**config.mk**
```make
export PLATFORM = sky130hd
export DESIGN_NAME = fp16_add_engine
export DESIGN_NICKNAME = d
export VERILOG_FILES = /design/src/rtl/fp16_add_engine.sv
export SDC_FILE = /design/constraint.sdc
export NUM_CORES = 1
export LEC_CHECK = 0
export BUFFER_PORTS_ARGS = -buffer_cell sky130_fd_sc_hd__buf_4
export CAP_MARGIN = 20
export CORE_ASPECT_RATIO = 1.25
export CORE_MARGIN = 2
export CORE_UTILIZATION = 50
export DETAILED_ROUTE_END_ITERATION = 8
export PLACE_DENSITY = 0.67
export REMOVE_ABC_BUFFERS = 1
export SYNTH_ARGS = -nofsm -noshare
export SYNTH_HDL_FRONTEND = slang
export SYNTH_SLANG_ARGS = --single-unit
```
**constraint.sdc**
```tcl
create_clock -name clk -period 6.8 [get_ports clk]
set_clock_uncertainty 0.2 [all_clocks]
set_input_delay 0.34 -clock clk [delete_from_list [all_inputs] [get_ports clk]]
set_output_delay 0.34 -clock clk [all_outputs]
set_load 0.02 [all_outputs]
```
**src/rtl/fp16_add_engine.sv**
```systemverilog
// fp16_add_engine: start/done responder that fetches two FP16 operands from an
// 8-bit data memory, adds them and writes the 16-bit result back.
// Optional build macro: FP16_ADD_RND_EN (guard/round/sticky plus round-to-nearest-even).
// Ports:
//   clk       - clock, all state on rising edge
//   reset     - synchronous, active-low
//   start     - request: rise arms, fall launches
//   done      - result written, held until next start=1
//   mem_addr  - data-memory address
//   mem_rdata - data-memory read data (combinational read of mem_addr)
//   mem_we    - data-memory write enable
//   mem_wdata - data-memory write data
module fp16_add_engine #(
    parameter int unsigned AW     = 8,
    parameter int unsigned A_ADDR = 4,
    parameter int unsigned B_ADDR = 2,
    parameter int unsigned R_ADDR = 6
) (
    input  logic          clk,
    input  logic          reset,
    input  logic          start,
    output logic          done,
    output logic [AW-1:0] mem_addr,
    input  logic [7:0]    mem_rdata,
    output logic          mem_we,
    output logic [7:0]    mem_wdata
);

    localparam logic [3:0] S_IDLE  = 4'd0;
    localparam logic [3:0] S_ARMED = 4'd1;
    localparam logic [3:0] S_RD_AL = 4'd2;
    localparam logic [3:0] S_RD_AH = 4'd3;
    localparam logic [3:0] S_RD_BL = 4'd4;
    localparam logic [3:0] S_RD_BH = 4'd5;
    localparam logic [3:0] S_ALIGN = 4'd6;
    localparam logic [3:0] S_ADD   = 4'd7;
    localparam logic [3:0] S_NORM  = 4'd8;
    localparam logic [3:0] S_WR_L  = 4'd9;
    localparam logic [3:0] S_WR_H  = 4'd10;
    localparam logic [3:0] S_DONE  = 4'd11;
`ifdef FP16_ADD_RND_EN
    localparam logic [3:0]  S_RND    = 4'd12;
    localparam logic [3:0]  S_POST   = S_RND;
    localparam logic [13:0] LOW_MASK = 14'h3FFF;
`else
    localparam logic [3:0]  S_POST   = S_WR_L;
    // Truncating build: the aligned operand loses everything below its LSB.
    localparam logic [13:0] LOW_MASK = 14'h3FF8;
`endif

    // Working mantissa: 11 significant bits at [13:3], guard/round/sticky at [2:0].
    logic [3:0]  state, state_n;
    logic [15:0] op_a, op_a_n, op_b, op_b_n;
    logic        sign_r, sign_n, sub_r, sub_n, zero_r, zero_n;
    logic [5:0]  exp_r, exp_n;
    logic [13:0] big_m, big_n, sml_m, sml_n, w_r, w_n;
    logic        done_n, mem_we_n;
    logic [AW-1:0] mem_addr_n;
    logic [7:0]  mem_wdata_n;
    logic [15:0] res_n;

    logic [4:0]  ea, eb, e_hi, e_lo, diff;
    logic [10:0] ma, mb, m_hi, m_lo;
    logic        a_big;
    logic [27:0] ext;
    logic [14:0] sum;
`ifdef FP16_ADD_RND_EN
    logic        rnd_up;
    logic [11:0] mant_rnd;
`endif

    // Final FP16 encoding of a working result.
    function automatic logic [15:0] pack(input logic s, input logic [5:0] e,
                                         input logic [13:0] w, input logic z);
        logic [4:0] ef;
        ef = w[13] ? ((e == 6'd0) ? 5'd1 : e[4:0]) : 5'd0;
        if (z)                pack = 16'h0000;
        else if (e >= 6'd31)  pack = {s, 5'h1F, 10'h000};
        else                  pack = {s, ef, w[12:3]};
    endfunction

    // State and datapath registers.
    always_ff @(posedge clk) begin
        if (!reset) begin
            state     <= S_IDLE;
            op_a      <= 16'h0000;
            op_b      <= 16'h0000;
            sign_r    <= 1'b0;
            sub_r     <= 1'b0;
            zero_r    <= 1'b0;
            exp_r     <= 6'd0;
            big_m     <= 14'd0;
            sml_m     <= 14'd0;
            w_r       <= 14'd0;
            done      <= 1'b0;
            mem_we    <= 1'b0;
            mem_addr  <= '0;
            mem_wdata <= 8'h00;
        end else begin
            state     <= state_n;
            op_a      <= op_a_n;
            op_b      <= op_b_n;
            sign_r    <= sign_n;
            sub_r     <= sub_n;
            zero_r    <= zero_n;
            exp_r     <= exp_n;
            big_m     <= big_n;
            sml_m     <= sml_n;
            w_r       <= w_n;
            done      <= done_n;
            mem_we    <= mem_we_n;
            mem_addr  <= mem_addr_n;
            mem_wdata <= mem_wdata_n;
        end
    end

    // Next state, datapath and registered-output values.
    always_comb begin
        state_n = state;
        op_a_n  = op_a;
        op_b_n  = op_b;
        sign_n  = sign_r;
        sub_n   = sub_r;
        zero_n  = zero_r;
        exp_n   = exp_r;
        big_n   = big_m;
        sml_n   = sml_m;
        w_n     = w_r;

        ea    = op_a[14:10];
        eb    = op_b[14:10];
        ma    = {|ea, op_a[9:0]};
        mb    = {|eb, op_b[9:0]};
        a_big = {ea, ma} >= {eb, mb};
        e_hi  = a_big ? ea : eb;
        e_lo  = a_big ? eb : ea;
        m_hi  = a_big ? ma : mb;
        m_lo  = a_big ? mb : ma;
        diff  = e_hi - e_lo;
        ext   = {m_lo, 3'b000, 14'd0} >> diff;
        sum   = sub_r ? ({1'b0, big_m} - {1'b0, sml_m}) : ({1'b0, big_m} + {1'b0, sml_m});
`ifdef FP16_ADD_RND_EN
        rnd_up   = w_r[2] & (w_r[1] | w_r[0] | w_r[3]);
        mant_rnd = {1'b0, w_r[13:3]} + {11'd0, rnd_up};
`endif

        case (state)
            S_IDLE, S_DONE: if (start) state_n = S_ARMED;
            S_ARMED:        if (!start) state_n = S_RD_AL;
            S_RD_AL: begin op_a_n[7:0]  = mem_rdata; state_n = S_RD_AH; end
            S_RD_AH: begin op_a_n[15:8] = mem_rdata; state_n = S_RD_BL; end
            S_RD_BL: begin op_b_n[7:0]  = mem_rdata; state_n = S_RD_BH; end
            S_RD_BH: begin op_b_n[15:8] = mem_rdata; state_n = S_ALIGN; end
            S_ALIGN: begin
                sign_n  = a_big ? op_a[15] : op_b[15];
                sub_n   = op_a[15] ^ op_b[15];
                exp_n   = {1'b0, e_hi};
                big_n   = {m_hi, 3'b000};
                // Bits shifted past the sticky position are ORed into it.
                sml_n   = {ext[27:15], ext[14] | (|ext[13:0])} & LOW_MASK;
                state_n = S_ADD;
            end
            S_ADD: begin
                zero_n = sub_r && (sum == 15'd0);
                if (sum[14]) begin
                    w_n   = {sum[14:2], sum[1] | sum[0]};
                    exp_n = exp_r + 6'd1;
                end else begin
                    w_n   = sum[13:0];
                end
                if (!zero_n && !w_n[13] && exp_n > 6'd1 && exp_n < 6'd31)
                    state_n = S_NORM;
                else
                    state_n = S_POST;
            end
            S_NORM: begin
                w_n   = w_r << 1;
                exp_n = exp_r - 6'd1;
                // Stop once bit10 is set or the exponent reaches 1.
                if (w_r[12] || exp_r <= 6'd2) state_n = S_POST;
            end
`ifdef FP16_ADD_RND_EN
            S_RND: begin
                if (mant_rnd[11]) begin
                    w_n   = {mant_rnd[11:1], 3'b000};
                    exp_n = exp_r + 6'd1;
                end else begin
                    w_n   = {mant_rnd[10:0], 3'b000};
                end
                state_n = S_WR_L;
            end
`endif
            S_WR_L:  state_n = S_WR_H;
            S_WR_H:  state_n = S_DONE;
            default: state_n = S_IDLE;
        endcase

        res_n       = pack(sign_n, exp_n, w_n, zero_n);
        done_n      = (state_n == S_DONE);
        mem_we_n    = (state_n == S_WR_L) || (state_n == S_WR_H);
        mem_addr_n  = '0;
        mem_wdata_n = 8'h00;
        case (state_n)
            S_RD_AL: mem_addr_n = AW'(A_ADDR);
            S_RD_AH: mem_addr_n = AW'(A_ADDR + 1);
            S_RD_BL: mem_addr_n = AW'(B_ADDR);
            S_RD_BH: mem_addr_n = AW'(B_ADDR + 1);
            S_WR_L:  begin mem_addr_n = AW'(R_ADDR);     mem_wdata_n = res_n[7:0];  end
            S_WR_H:  begin mem_addr_n = AW'(R_ADDR + 1); mem_wdata_n = res_n[15:8]; end
            default: ;
        endcase
    end

endmodule
```
==> out/metrics.yaml, run 1 <==
grt_first_pass_wirelength_um: 26800
drt-initial-drc-count: 260
num_vias: 5662
syn_avg_cell_area_um2: 7.99
gp_congestion: 0.912
ys_seq_area_share_pct: 29.7
post-route-min-period_ns: 4.66
peakVddDrop_v: 0.000137
cts_buffers: 9
clk_pin_slew_ns: 0.07
synth_top_area_cell: "dfxtp_1"
cts_tree: "built"
hold_viol_final: 0
drv_cap: 0
max_freq_mhz: 215
wl_per_cell_um: 17.0
nNetsFinal: 826
drt_pre_antenna_iters: 5
grt_pass1_vias: 5558
clock-root-buffer: "clkbuf_16"
pin_count: 29
pre_cts_ws_ns: 2.00
synth_top_family_by_area: "compound AO/OA/AOI/OAI gates"
clock-sinks: 93
place_inst: 933
cts_hold_buf: 0
criticalPathCategory: "flop to flop"
synth_compound_area_share_pct: 24.9
yosys.area_share.xor_xnor_pct: 3.49
yosys.area_share.simple_pct: 21.6
area_growth_pct: 7.77
dp_hpwl_um: 12200
core_um2: 12200
clkLatencyLatePin_ns: 0.34
setup_viol: 0
synth_area_um2: 6270
crit_path_max_fanout: 17
fin_crit_sh_pct: 68.5
crit_path_end_kind: "flop"
io_buffers: 23
slew_violations: 0
post_drt_via_cell_ratio: 5.95
grt_max_degree: 79
postCtsSetupRepairBufs: 0
multi_input_area_um2: 4020
slew_headroom_pct: 34.2
synthArstFlopShare_pct: 0
cts_max_path_buffers: 2
std_cell_rows: 45
htree_levels: 3
synthAdderAreaFrac_pct: 6.71
die_y_um: 129
seqCellArea_um2: 1860
wirelength_um: 16200
start_kind: "flop"
synth_area_leaders: "dfxtp_1 30%, nand2_1 7.1%, ha_1 6.4%"
tns_ns: 0
post_cts_resized: 0
fillCellCount: 1172
die-area_um2: 13500
ant_nets: 0
yosysWarnings: 0
crit_arrival_ns: 4.72
antenna_found_initial: 0
start_util_pct: 51.3
tightest_slew_ns: 0.979
fin_cells: 951
hp-class: "input port to flop"
ys.flop_type: "dfxtp_1"
layout-drive-gt1-share_pct: 11.4
cp.required_ns: 6.87
drc: 0
status: "finished, final reports clean"
syn-instance-count: 784
grt-ovfl-total: 0
grt_usage_pct: 24.5
worst_slack_ns: 2.14
leakagePower_nw: 2.45
fp.dieW_um: 104
cellPowerDensity_nw_per_um2: 204
diodes: 0
rsz0062_at_grt: "false"
ys_types: 84
synth-edff-count: 0
ys_seq_elements: 93
synth_top_area_share_pct: 29.7
synth_mux_area_share_pct: 7.13
==> through the flow <==
stage	power [mW]	hold WS [ns]	instance area (um2)	util, %
finish	1.38	0.0718	6750	55.3
floorplan	0.810	0.236	6020	-
CTS	1.38	0.0681	6720	55.0
detailed placement	0.879	0.253	6420	52.6
global route	1.44	0.0642	6750	55.3
global placement	0.873	0.252	6420	52.6
==> path summary, 6_finish.rpt <==
| check | cells past startpoint | slack [ns] | from | end |
|---|---|---|---|---|
| setup / recovery | 15 | 2.14 | op_a[11] | sml_m[6] |
| hold / removal | 3 | 0.07 | mem_rdata[4] | op_b[12] |
| setup reg to reg | 15 | 2.14 | op_a[11] | sml_m[6] |
| hold reg to reg | 2 | 0.26 | big_m[13] | big_m[13] |
==> registers in the layout, summed over array words and instances, names as in the netlist, 4 cells and up <==
signal     cells
op_a          16
op_b          16
w_r           13
big_m         11
sml_m         11
mem_wdata      8
exp_r          6
state          4
==> Yosys cell counts, drive strengths merged (6+ instances only) <==
library cell and count:
a21o 8, nand3 17, mux2i 21, nor2 88
xor2 6, inv 36, and3 6, o211ai 8
nand2 118, o21a 6, dfxtp 93, a22oi 13
nor3 30, o22ai 6, clkbuf 26, xnor2 19
ha 32, o21ai 22, nor2b 8, nand2b 9
mux4 8, a21oi 75, buf 19, a211oi 18
a31oi 7
==> critical path, stage by stage (launching register included) <==
cell	delay [ns]
dfxtp_1	0.39
nor3_1	0.18
and2_1	0.18
inv_1	0.06
ha_1	0.33
a21o_1	0.23
a2111oi_4	0.48
a21o_1	0.65
a21oi_1	0.24
ha_1	0.26
a21oi_1	0.13
nor2_1	0.07
or4b_1	0.54
a21oi_2	0.37
a32oi_1	0.16
nor2_1	0.10
==> cell usage in the layout (no fill, tap or decap), types with 6 or more instances in the layout <==
| master | synthesis | final |
|---|---|---|
| o21a_1 | 6 | 6 |
| buf_4 | 6 | 27 |
| o21ai_0 | 21 | 21 |
| mux4_2 | 8 | 8 |
| a31oi_1 | 6 | 6 |
| a22oi_1 | 13 | 13 |
| a21o_1 | 6 | 6 |
| nor2_1 | 88 | 88 |
| nor2b_1 | 8 | 8 |
| ha_1 | 32 | 32 |
| a21oi_1 | 69 | 69 |
| clkbuf_16 | 0 | 9 |
| xnor2_1 | 19 | 19 |
| inv_1 | 36 | 35 |
| nand2b_1 | 9 | 9 |
| nand3_1 | 17 | 17 |
| o211ai_1 | 7 | 7 |
| dfxtp_1 | 93 | 93 |
| o22ai_1 | 6 | 6 |
| nor3_1 | 28 | 27 |
| a211oi_1 | 18 | 18 |
| nand2_1 | 118 | 118 |
| xor2_1 | 6 | 6 |
| mux2i_1 | 21 | 21 |
==> metal layers <==
layer	vias up	routed length [um]	track usage (%)
met5	-	0	0
met4	0	508	11.2
met3	28	662	3.47
li1	2808	-	-
met1	2673	7220	30.5
met2	153	7790	42.3
==> cell families (layout without fill, tap and decap cells) <==
logic type               count (synthesis)  in the layout
XOR/XNOR                                25             25
AND/OR/NAND/NOR                        302            302
other                                    1              5
flip-flops                              93             93
adder cells (fa/ha/maj)                 33             33
multiplexers                            34             34
AO/OA/AOI/OAI                          215            215
buffers and inverters                   81             80
==> report_power, final <==
part / internal [mW] / switching [mW]
Sequential: 0.555 / 0.0165
Clock: 0.286 / 0.220
Combinational: 0.113 / 0.186
==> area by class of cell <==
cell class / instances / area share (%)
clock inverters: 7 / 1.07
multi-input cells: 614 / 59.6
inverters: 36 / 2.00
flip-flops and latches: 93 / 27.6
repair buffers: 28 / 3.41
well taps: 164 / 3.04
clock buffers: 9 / 3.33
No activity file was read; power rests on OpenSTA's default activity.
==> run 2, diff against run 1 <==
==> constraint.sdc (replaced) <==
create_clock -name clk -period 4.6 [get_ports clk]
set_clock_uncertainty 0.2 [all_clocks]
set_input_delay 0.23 -clock clk [delete_from_list [all_inputs] [get_ports clk]]
set_output_delay 0.23 -clock clk [all_outputs]
set_load 0.02 [all_outputs]
==> out/metrics.yaml, run 2 (synthesis results as in run 1) <==
status: "finished, final reports clean"
clkLatencyLatePin_ns: 0.35  # about the same
critPathSlowestCell: "or4b_1"
top_regs: "op_a (16), op_b (16), w_r (13)"
worst_path_largest_cell_delay_ns: 0.54  # -0.11 ns
htree_levels: 3  # unchanged
slew_violations: 0  # unchanged
clock-sinks: 93  # unchanged
postLayoutCellArea_um2: 6950  # +2.9%
cp.required_ns: 4.68  # -2.19 ns
dp_hpwl_um: 12700  # +3.7%
num_vias: 5804  # +2.5%
diodes: 0  # unchanged
post_drt_via_cell_ratio: 5.98  # +0.50%
fillCellCount: 1137  # -3.0%
criticalPathCategory: "flop to flop"
r2r-start: "op_a[11]"
slew_headroom_pct: 29.0  # -5.2 points
postCtsSetupRepairBufs: 0  # unchanged
die-area_um2: 13500  # unchanged
cts_tree: "built"
std_cell_rows: 45  # unchanged
grt_max_degree: 41  # -48%
area_growth_pct: 10.9
drt_pre_antenna_iters: 5  # unchanged
hold_start: "reset"
critPathLaunch: "op_a[11]"
crit_arrival_ns: 4.31  # -0.41 ns
tns_ns: 0  # unchanged
drv_cap: 0  # unchanged
max_freq_mhz: 236  # +10%
crit_path_max_fanout: 8  # -9
setup_viol: 0  # unchanged
hold_viol_final: 0  # unchanged
drt-initial-drc-count: 366  # +41%
crit_path_end_kind: "flop"
placed_area_um2: 6510  # +1.4%
die_y_um: 129  # unchanged
grt_pass1_vias: 5530  # -0.50%
antenna_found_initial: 0  # unchanged
nNetsFinal: 845  # +2.3%
fp.dieW_um: 104  # unchanged
grt_first_pass_wirelength_um: 27200  # +1.2%
tightest_slew_ns: 1.06  # +0.0772 ns
grt_usage_pct: 25.0  # +0.52 points
cellPowerDensity_nw_per_um2: 313  # +54%
cts_buffers: 9  # unchanged
ant_nets: 0  # unchanged
worstPathCellList: "nor3_1 -> and2_1 -> inv_1 -> ha_1 -> a21o_1 -> a211oi_1 -> o21ba_2 -> a2111oi_0 -> a21oi_1 -> ha_1 -> a21oi_1 -> nor2_1 -> or4b_1 -> a21oi_2 -> a32oi_1 -> nor2_1"
hp-class: "input port to flop"
clock-root-buffer: "clkbuf_16"
cts_max_path_buffers: 2  # unchanged
grt-ovfl-total: 0  # unchanged
core_um2: 12200  # unchanged
start_util_pct: 51.3  # unchanged
wl_per_cell_um: 16.9  # -0.66%
drc: 0  # unchanged
layout_commonest_cell: "nand2_1"
gp_congestion: 0.950  # +4.2%
rsz0062_at_grt: "false"
start_kind: "flop"
wirelength_um: 16400  # +1.3%
io_buffers: 23  # unchanged
final_cell_mix: "118 x nand2_1, 93 x dfxtp_1, 88 x nor2_1, 69 x a21oi_1, 38 x buf_4"
layout-drive-gt1-share_pct: 12.5  # +1.1 points
peakVddDrop_v: 0.000223  # +63%
clk_pin_slew_ns: 0.06  # about the same
post-route-min-period_ns: 4.23  # -0.422 ns
fin_crit_sh_pct: 92.0  # +24 points
leakagePower_nw: 2.56  # +4.3%
pin_count: 29  # unchanged
==> run 2: cell count changes in the layout (fill, tap and decap cells not counted) <==
cell	previous run	this run
buf_16	1	0
clkbuf_4	0	1
clkinv_2	2	1
clkinvlp_4	2	1
buf_4	27	38
nor4_4	0	1
bufinv_16	1	3
nor4_2	1	0
dlygate4sd3_1	0	8
==> run 2: area by class of cell <==
type | count | area [um2] | share of cell area [%]
multi-input cells | 614 | 4030 | 58.0
flip-flops and latches | 93 | 1860 | 26.8
repair buffers | 47 | 373 | 5.36
clock buffers | 9 | 225 | 3.24
well taps | 164 | 205 | 2.95
inverters | 36 | 135 | 1.94
clock inverters | 7 | 120 | 1.73
==> run 2: what timing repair did <==
action                                  in CTS  in global routing
endpoints found under the hold margin       32                  0
endpoints found under the setup margin       0                  2
hold buffers                                 8                  0
gates resized for setup                      0                  1
==> run 2: worst paths after layout <==
| check | endpoint | slack [ns] | depth (start not counted) |
|---|---|---|---|
| worst min register to register | big_m[13] | 0.26 | 2 |
| worst min-delay path | state[0] | 0.02 | 2 |
| worst max-delay path | sml_m[6] | 0.37 | 16 |
| worst max register to register | sml_m[6] | 0.37 | 16 |
==> run 2: critical path: cells and delay by family (launching register included) <==
kind / cells / cell delay, ns
adder cells (fa/ha/maj): 2 / 0.56
buffers and inverters: 1 / 0.08
AO/OA/AOI/OAI: 8 / 1.77
flip-flops: 1 / 0.40
AND/OR/NAND/NOR: 5 / 1.14
==> run 2: per-layer routing <==
layer | up-vias | wire (um) | GRT usage, %
met5 | - | 0 | 0
met4 | 0 | 422 | 10.5
met3 | 29 | 638 | 2.97
met2 | 164 | 8230 | 45.5
met1 | 2756 | 7110 | 30.0
li1 | 2855 | - | -
==> run 2: power breakdown <==
| part | total [mW] | switching, mW | leakage, nW | internal, mW |
|---|---|---|---|---|
| Clock | 0.861 | 0.327 | 0.166 | 0.534 |
| Combinational | 0.471 | 0.285 | 1.64 | 0.186 |
| Sequential | 0.844 | 0.0237 | 0.750 | 0.820 |
==> run 2: through the flow <==
stage	power, mW	hold slack [ns]	setup slack (ns)	utilization (%)	std cells
global placement	1.31	0.251	0.514	53.3	945
floorplan	1.20	0.142	0.372	-	743
global route	2.27	0.0228	0.0308	56.9	970
CTS	2.18	0.00563	0.386	56.8	969
detailed placement	1.32	0.250	0.418	53.3	945
finish	2.18	0.0159	0.366	56.9	970
